$ cat config.mk
export PLATFORM = sky130hd
export DESIGN_NAME = call_dispatcher_flat
export DESIGN_NICKNAME = d
export VERILOG_FILES = /design/src/rtl/call_dispatcher_if.sv /design/src/rtl/call_dispatcher.sv /design/src/flat_wrapper.sv
export SDC_FILE = /design/constraint.sdc
export NUM_CORES = 1
export LEC_CHECK = 0
export CAP_MARGIN = 30
export CORE_ASPECT_RATIO = 2
export CORE_MARGIN = 1
export CORE_UTILIZATION = 60
export CTS_BUF_LIST = sky130_fd_sc_hd__clkbuf_2 sky130_fd_sc_hd__clkbuf_4 sky130_fd_sc_hd__clkbuf_8
export DETAILED_ROUTE_END_ITERATION = 16
export PLACE_DENSITY_LB_ADDON = 0.2
export SKIP_LAST_GASP = 1
export SLEW_MARGIN = 20
export SYNTH_ARGS = -nofsm -noshare
export SYNTH_HDL_FRONTEND = slang
export SYNTH_SLANG_ARGS = --single-unit
$ cat constraint.sdc
create_clock -name clk -period 3.9 [get_ports clk]
set_input_delay 0.39 -clock clk [delete_from_list [all_inputs] [get_ports clk]]
set_output_delay 0.39 -clock clk [all_outputs]
set_load 0.1 [all_outputs]
$ cat src/rtl/call_dispatcher_if.sv
// Ticket/call bundle between the dispatcher, the ticket kiosk and the counter service block.
// The slave side belongs to the dispatcher; the master side drives requests and busy flags.
interface call_dispatcher_if;
    logic       take_ticket;
    logic [4:0] counter_busy;
    logic       ticket_valid;
    logic [5:0] ticket_no;
    logic       ticket_reject;
    logic [2:0] counter_call;
    logic [5:0] number_call;
    logic [5:0] waiting_cnt;

    modport master (
        output take_ticket, counter_busy,
        input  ticket_valid, ticket_no, ticket_reject, counter_call, number_call, waiting_cnt
    );

    modport slave (
        input  take_ticket, counter_busy,
        output ticket_valid, ticket_no, ticket_reject, counter_call, number_call, waiting_cnt
    );
endinterface

$ cat src/rtl/call_dispatcher.sv
// Ticket issue and counter-call scheduler for counters A..E; CALL_FIXED_PRIO_EN selects fixed A>E priority.
// Latency: ticket 1 cycle; call 2 cycles from eligibility (decide, then call), then CALL_GAP idle cycles.
// Backpressure: full queue (MAX_WAIT) rejects requests; no counter eligible keeps the FSM idle.
module call_dispatcher #(
    parameter int MAX_WAIT     = 63,
    parameter int CALL_HOLDOFF = 2,
    parameter int CALL_GAP     = 1
) (
    input  logic               clk,
    input  logic               rst,
    call_dispatcher_if.slave   bus
);
    localparam int HW = $clog2(CALL_HOLDOFF + 1);

    typedef enum logic [1:0] {S_IDLE, S_CALL, S_GAP} state_t;

    state_t     state_q;
    logic [5:0] next_ticket_q;
    logic [5:0] next_call_q;
    logic [5:0] wait_q, wait_d;
    logic [2:0] pick_q;
    logic [3:0] gap_q;
    logic [HW-1:0] hold_q [5];
`ifndef CALL_FIXED_PRIO_EN
    logic [2:0] rr_ptr_q;
`endif

    logic       ticket_valid_q, ticket_reject_q;
    logic [5:0] ticket_no_q, number_call_q;
    logic [2:0] counter_call_q;

    logic       accept, call_fire, pick_found;
    logic [2:0] pick_idx;
    logic [4:0] eligible;

    function automatic logic [5:0] inc_wrap(input logic [5:0] v);
        return (v == 6'd63) ? 6'd1 : v + 6'd1;
    endfunction

    assign accept    = bus.take_ticket && (wait_q < 6'(MAX_WAIT));
    assign call_fire = (state_q == S_CALL);

    always_comb begin
        for (int k = 0; k < 5; k++) begin
            eligible[k] = !bus.counter_busy[k] && (hold_q[k] == '0);
        end
    end

    // First eligible counter scanning from the round-robin pointer (or from A in fixed priority).
    always_comb begin
        int c;
        c          = 0;
        pick_found = 1'b0;
        pick_idx   = 3'd0;
        for (int i = 0; i < 5; i++) begin
`ifdef CALL_FIXED_PRIO_EN
            c = i;
`else
            c = int'(rr_ptr_q) + i;
            if (c >= 5) c = c - 5;
`endif
            if (!pick_found && eligible[3'(c)]) begin
                pick_found = 1'b1;
                pick_idx   = 3'(c);
            end
        end
    end

    // Accept and call in the same cycle cancel out.
    always_comb begin
        wait_d = wait_q;
        if (accept && !call_fire)      wait_d = wait_q + 6'd1;
        else if (!accept && call_fire) wait_d = wait_q - 6'd1;
    end

    always_ff @(posedge clk or posedge rst) begin
        if (rst) begin
            state_q         <= S_IDLE;
            next_ticket_q   <= 6'd1;
            next_call_q     <= 6'd1;
            wait_q          <= 6'd0;
            pick_q          <= 3'd0;
            gap_q           <= 4'd0;
            for (int k = 0; k < 5; k++) hold_q[k] <= '0;
`ifndef CALL_FIXED_PRIO_EN
            rr_ptr_q        <= 3'd0;
`endif
            ticket_valid_q  <= 1'b0;
            ticket_reject_q <= 1'b0;
            ticket_no_q     <= 6'd0;
            counter_call_q  <= 3'd0;
            number_call_q   <= 6'd0;
        end else begin
            ticket_valid_q  <= accept;
            ticket_reject_q <= bus.take_ticket && !accept;
            if (accept) begin
                ticket_no_q   <= next_ticket_q;
                next_ticket_q <= inc_wrap(next_ticket_q);
            end
            wait_q <= wait_d;

            for (int k = 0; k < 5; k++) begin
                if (call_fire && (pick_q == 3'(k))) hold_q[k] <= HW'(CALL_HOLDOFF);
                else if (hold_q[k] != '0)           hold_q[k] <= hold_q[k] - 1'b1;
            end

            counter_call_q <= 3'd0;
            number_call_q  <= 6'd0;
            case (state_q)
                S_IDLE: begin
                    // The pick is frozen here; a counter going busy afterwards is still called.
                    if (wait_q != 6'd0 && pick_found) begin
                        pick_q  <= pick_idx;
                        state_q <= S_CALL;
                    end
                end
                S_CALL: begin
                    counter_call_q <= pick_q + 3'd1;
                    number_call_q  <= next_call_q;
                    next_call_q    <= inc_wrap(next_call_q);
`ifndef CALL_FIXED_PRIO_EN
                    rr_ptr_q       <= (pick_q == 3'd4) ? 3'd0 : pick_q + 3'd1;
`endif
                    if (CALL_GAP > 0) begin
                        gap_q   <= 4'(CALL_GAP - 1);
                        state_q <= S_GAP;
                    end else begin
                        state_q <= S_IDLE;
                    end
                end
                S_GAP: begin
                    if (gap_q == 4'd0) state_q <= S_IDLE;
                    else               gap_q   <= gap_q - 4'd1;
                end
                default: state_q <= S_IDLE;
            endcase
        end
    end

    assign bus.ticket_valid  = ticket_valid_q;
    assign bus.ticket_no     = ticket_no_q;
    assign bus.ticket_reject = ticket_reject_q;
    assign bus.counter_call  = counter_call_q;
    assign bus.number_call   = number_call_q;
    assign bus.waiting_cnt   = wait_q;
endmodule

$ cat src/flat_wrapper.sv
// flat-port wrapper written by rule: the top's interface ports become plain ports
module call_dispatcher_flat 
#(
    parameter int MAX_WAIT     = 63,
    parameter int CALL_HOLDOFF = 2,
    parameter int CALL_GAP     = 1
)
  (clk, rst, bus_take_ticket, bus_counter_busy, bus_ticket_valid, bus_ticket_no, bus_ticket_reject, bus_counter_call, bus_number_call, bus_waiting_cnt);
  call_dispatcher_if bus_i ();
  input  logic clk;
  input  logic rst;
  input wire logic [$bits(bus_i.take_ticket)-1:0] bus_take_ticket;
  input wire logic [$bits(bus_i.counter_busy)-1:0] bus_counter_busy;
  output wire logic [$bits(bus_i.ticket_valid)-1:0] bus_ticket_valid;
  output wire logic [$bits(bus_i.ticket_no)-1:0] bus_ticket_no;
  output wire logic [$bits(bus_i.ticket_reject)-1:0] bus_ticket_reject;
  output wire logic [$bits(bus_i.counter_call)-1:0] bus_counter_call;
  output wire logic [$bits(bus_i.number_call)-1:0] bus_number_call;
  output wire logic [$bits(bus_i.waiting_cnt)-1:0] bus_waiting_cnt;
  assign bus_i.take_ticket = bus_take_ticket;
  assign bus_i.counter_busy = bus_counter_busy;
  assign bus_ticket_valid = bus_i.ticket_valid;
  assign bus_ticket_no = bus_i.ticket_no;
  assign bus_ticket_reject = bus_i.ticket_reject;
  assign bus_counter_call = bus_i.counter_call;
  assign bus_number_call = bus_i.number_call;
  assign bus_waiting_cnt = bus_i.waiting_cnt;
  call_dispatcher #(.MAX_WAIT(MAX_WAIT), .CALL_HOLDOFF(CALL_HOLDOFF), .CALL_GAP(CALL_GAP)) u_core (.clk(clk), .rst(rst), .bus(bus_i));
endmodule
==> results.sh <==
export IMPL_status="finished, final reports clean"
export IMPL_cp_start_kind="flop"
export IMPL_tritoncts="yes"
export IMPL_yosysTopAreaCellShare=0.370
export IMPL_synth_distinct_cells=64
export IMPL_wl_um=8460
export IMPL_synthTopCellsByArea="dfrtp_1 37%, ha_1 8.7%, mux2i_1 4.8%"
export IMPL_worstSetupPathType="flop to flop"
export IMPL_drt_iter0_drc=165
export IMPL_async_flop_share=1.00
export IMPL_worstRegToRegCells=10
export IMPL_avgSynthCellArea_um2=9.89
export IMPL_drv_cap=0
export IMPL_rows=40
export IMPL_core_area_um2=6010
export IMPL_top_usage_layer="met2"
export IMPL_rr_startpoint="u_core.rr_ptr_q[1]$_DFFE_PP0P_"
export IMPL_clock_path_buffers=2
export IMPL_finalHoldViolCount=0
export IMPL_root_buffer="clkbuf_8"
export IMPL_use_met1=0.281
export IMPL_clk_pin_slew_ps=70
export IMPL_io_pin_count=31
export IMPL_syn2layout_area_growth_pct=14.8
export IMPL_grt_use_met3=0.0526
export IMPL_die_height_um=113
export IMPL_worst_slew_pin_slew_ps=986
export IMPL_r2r_end="u_core.pick_q[1]$_DFFE_PP0P_"
export IMPL_fin_nets=447
export IMPL_viasPerCell=6.17
export IMPL_setup_viol=0
export IMPL_yosys_register_bits=57
export IMPL_required_ps=4120
export IMPL_place_hpwl_um=6400
export IMPL_cts_repair_resized=0
export IMPL_crit_path_max_incr_delay_ps=570
export IMPL_drc=0
export IMPL_grt_use_total=0.286
export IMPL_n_antenna_cell=0
export IMPL_overflow=0
export IMPL_die_w_um=57.7
export IMPL_synthCells=376
export IMPL_synth_area_mux_share=0.0999
export IMPL_synth_warnings=0
export IMPL_globalplace_congestion=1.02
export IMPL_num_vias=2955
export IMPL_synth_top_area_cell="dfrtp_1"
export IMPL_syn_nets=412
export IMPL_die_area_um2=6540
export IMPL_crit_chain="clkinv_1 -> ha_1 -> ha_1 -> a21oi_4 -> mux4_2 -> nor3b_1 -> or4_4 -> a211oi_1 -> o211ai_1 -> o211a_1"
export IMPL_use_met2=0.533
export IMPL_critPathMaxFanout=9
export IMPL_synthXorXnorAreaFrac=0.0471
export IMPL_synth_fa_ha_area_frac=0.0983
export IMPL_start_util=0.619
export IMPL_clock_sinks=57
export IMPL_synth_simple_area_share=0.153
export IMPL_wl_per_cell_um=17.7
export IMPL_cts_buffers=9
export IMPL_final_core_util=0.711
export IMPL_postCtsSetupRepairBufs=0
export IMPL_synth_compound_area_share=0.158
export IMPL_firstDrtPassIters=5
export IMPL_cpMostUsedCell="ha_1"
export IMPL_endpoint_kind="flop"
export IMPL_rsz0062_at_grt="no"
export IMPL_min_path_type="input pin to async pin"
export IMPL_grt_pass1_wl_um=14000
export IMPL_grt_pass1_vias=3032
export IMPL_cts_max_level=3
export IMPL_syn_cell_area_um2=3720
export IMPL_crit_slowest_cell="or4_4"
export IMPL_tns_ps=0
export IMPL_slew_violations=0
export IMPL_r2r_setup_slack_ps=560
export IMPL_grt_max_degree=27
export IMPL_cp_arrival_ps=3560
export IMPL_clk_latency_ps=330
export IMPL_layout_min_cycle_time_ps=3340
export IMPL_antenna_found_initial=0
export IMPL_clock_skew_ps=8.00
export IMPL_period_share=0.857
export IMPL_cts_hold_buf=0
export IMPL_timing_fmax_mhz=299
export IMPL_drive_above_1_share=0.125
export IMPL_numPortBuffers=30
export IMPL_ys_seq_area_frac=0.384
export IMPL_synth_edf_count=0
export IMPL_synth_top_family_by_area="compound AO/OA/AOI/OAI gates"
export IMPL_synth_main_ff_cell="dfrtp_1"
export IMPL_relSlewSlack=0.341
export IMPL_ant_nets=0
[flip-flops by register name, summed over array words and instances, names as in the netlist, 2 cells and up]
register and count:
u_core.hold_q 10, u_core.bus.number_call 6, u_core.bus.ticket_no 6, u_core.bus.waiting_cnt 6, u_core.next_call_q 6, u_core.next_ticket_q 6, u_core.gap_q 4, u_core.bus.counter_call 3
u_core.pick_q 3, u_core.rr_ptr_q 3, u_core.state_q 2
[placed cells by master (no fill, tap or decap), drive strengths merged, types with 5 or more instances in the layout]
| master | netlist | layout |
|---|---|---|
| a21o | 7 | 7 |
| xnor2 | 12 | 12 |
| clkdlybuf4s50 | 0 | 30 |
| inv | 31 | 31 |
| xor2 | 8 | 8 |
| buf | 11 | 9 |
| o22ai | 5 | 5 |
| nor2 | 16 | 16 |
| a21oi | 18 | 18 |
| nand2 | 32 | 32 |
| nand3 | 10 | 10 |
| ha | 26 | 26 |
| mux2i | 18 | 18 |
| dfrtp | 55 | 55 |
| nor3 | 6 | 6 |
| clkbuf | 5 | 11 |
| and2 | 7 | 7 |
| o21ai | 21 | 21 |
| nor2b | 11 | 11 |
| mux2 | 9 | 9 |
[synth_stat cells (all sizes together), types with 3 or more instances]
library cell	number
a211oi	4
a21o	7
a21oi	18
a31oi	4
and2	7
and3	3
buf	11
clkbuf	5
dfrtp	55
ha	26
inv	31
mux2	9
mux2i	18
mux4	4
nand2	32
nand2b	4
nand3	10
nand4	3
nor2	16
nor2b	11
nor3	6
nor4	3
o21ai	21
o22ai	5
or3	3
xnor2	12
xor2	8
[per-layer routing]
| metal | vias up | routed length, um |
|---|---|---|
| met3 | 26 | 210 |
| met5 | - | 0 |
| met2 | 55 | 4930 |
| li1 | 1395 | - |
| met4 | 0 | 325 |
| met1 | 1479 | 3000 |
[logic make-up after synthesis]
| kind of cell | Yosys count |
|---|---|
| xor gates and xnor gates | 20 |
| muxes | 31 |
| adders and majority gates | 28 |
| DFF | 57 |
| and+or+nand+nor | 107 |
| buffers and inverters | 49 |
| AOI/OAI and AO/OA | 84 |
[per-stage QoR]
stage	area [um2]	setup slack (ps)	hold WS [ps]	std cells
after CTS	4260	533	404	478
after global placement	4060	590	474	461
after detailed placement	4080	550	493	462
final	4270	557	397	479
after global routing	4270	392	442	479
after floorplan	3720	602	459	376
[worst max-delay path by stage]
stage,startpoint,to,slack [ps],cells after the start
detailed placement,u_core.rr_ptr_q[1]$_DFFE_PP0P_,u_core.pick_q[1]$_DFFE_PP0P_,550,10
CTS,u_core.rr_ptr_q[1]$_DFFE_PP0P_,u_core.pick_q[1]$_DFFE_PP0P_,530,10
global placement,u_core.rr_ptr_q[1]$_DFFE_PP0P_,u_core.pick_q[1]$_DFFE_PP0P_,590,10
floorplan,u_core.bus.waiting_cnt[1]$_DFFE_PP0P_,u_core.bus.waiting_cnt[5]$_DFFE_PP0P_,600,14
finish,u_core.rr_ptr_q[1]$_DFFE_PP0P_,u_core.pick_q[1]$_DFFE_PP0P_,560,10
global route,u_core.rr_ptr_q[1]$_DFFE_PP0P_,u_core.pick_q[1]$_DFFE_PP0P_,390,9
[worst max-delay path: cells and delay by family, from the launching register on]
family	cells	cell delay (ps)
buf+inv	1	290
mux	1	340
fa+ha+maj	2	720
flops	1	350
simple gates	2	720
compound gates	4	800
[final cells by class]
type	instances	area, um2
sequential	57	1430
clock inverter	6	43.8
multi-input combinational	270	2070
timing repair buffer	40	385
tap	63	78.8
clock buffer	10	138
fill	459	1740
inverter	33	124
Power is left out: the tool's default activity adds up to more than one toggle a clock period on the data nets, which glitch-free logic cannot reach.
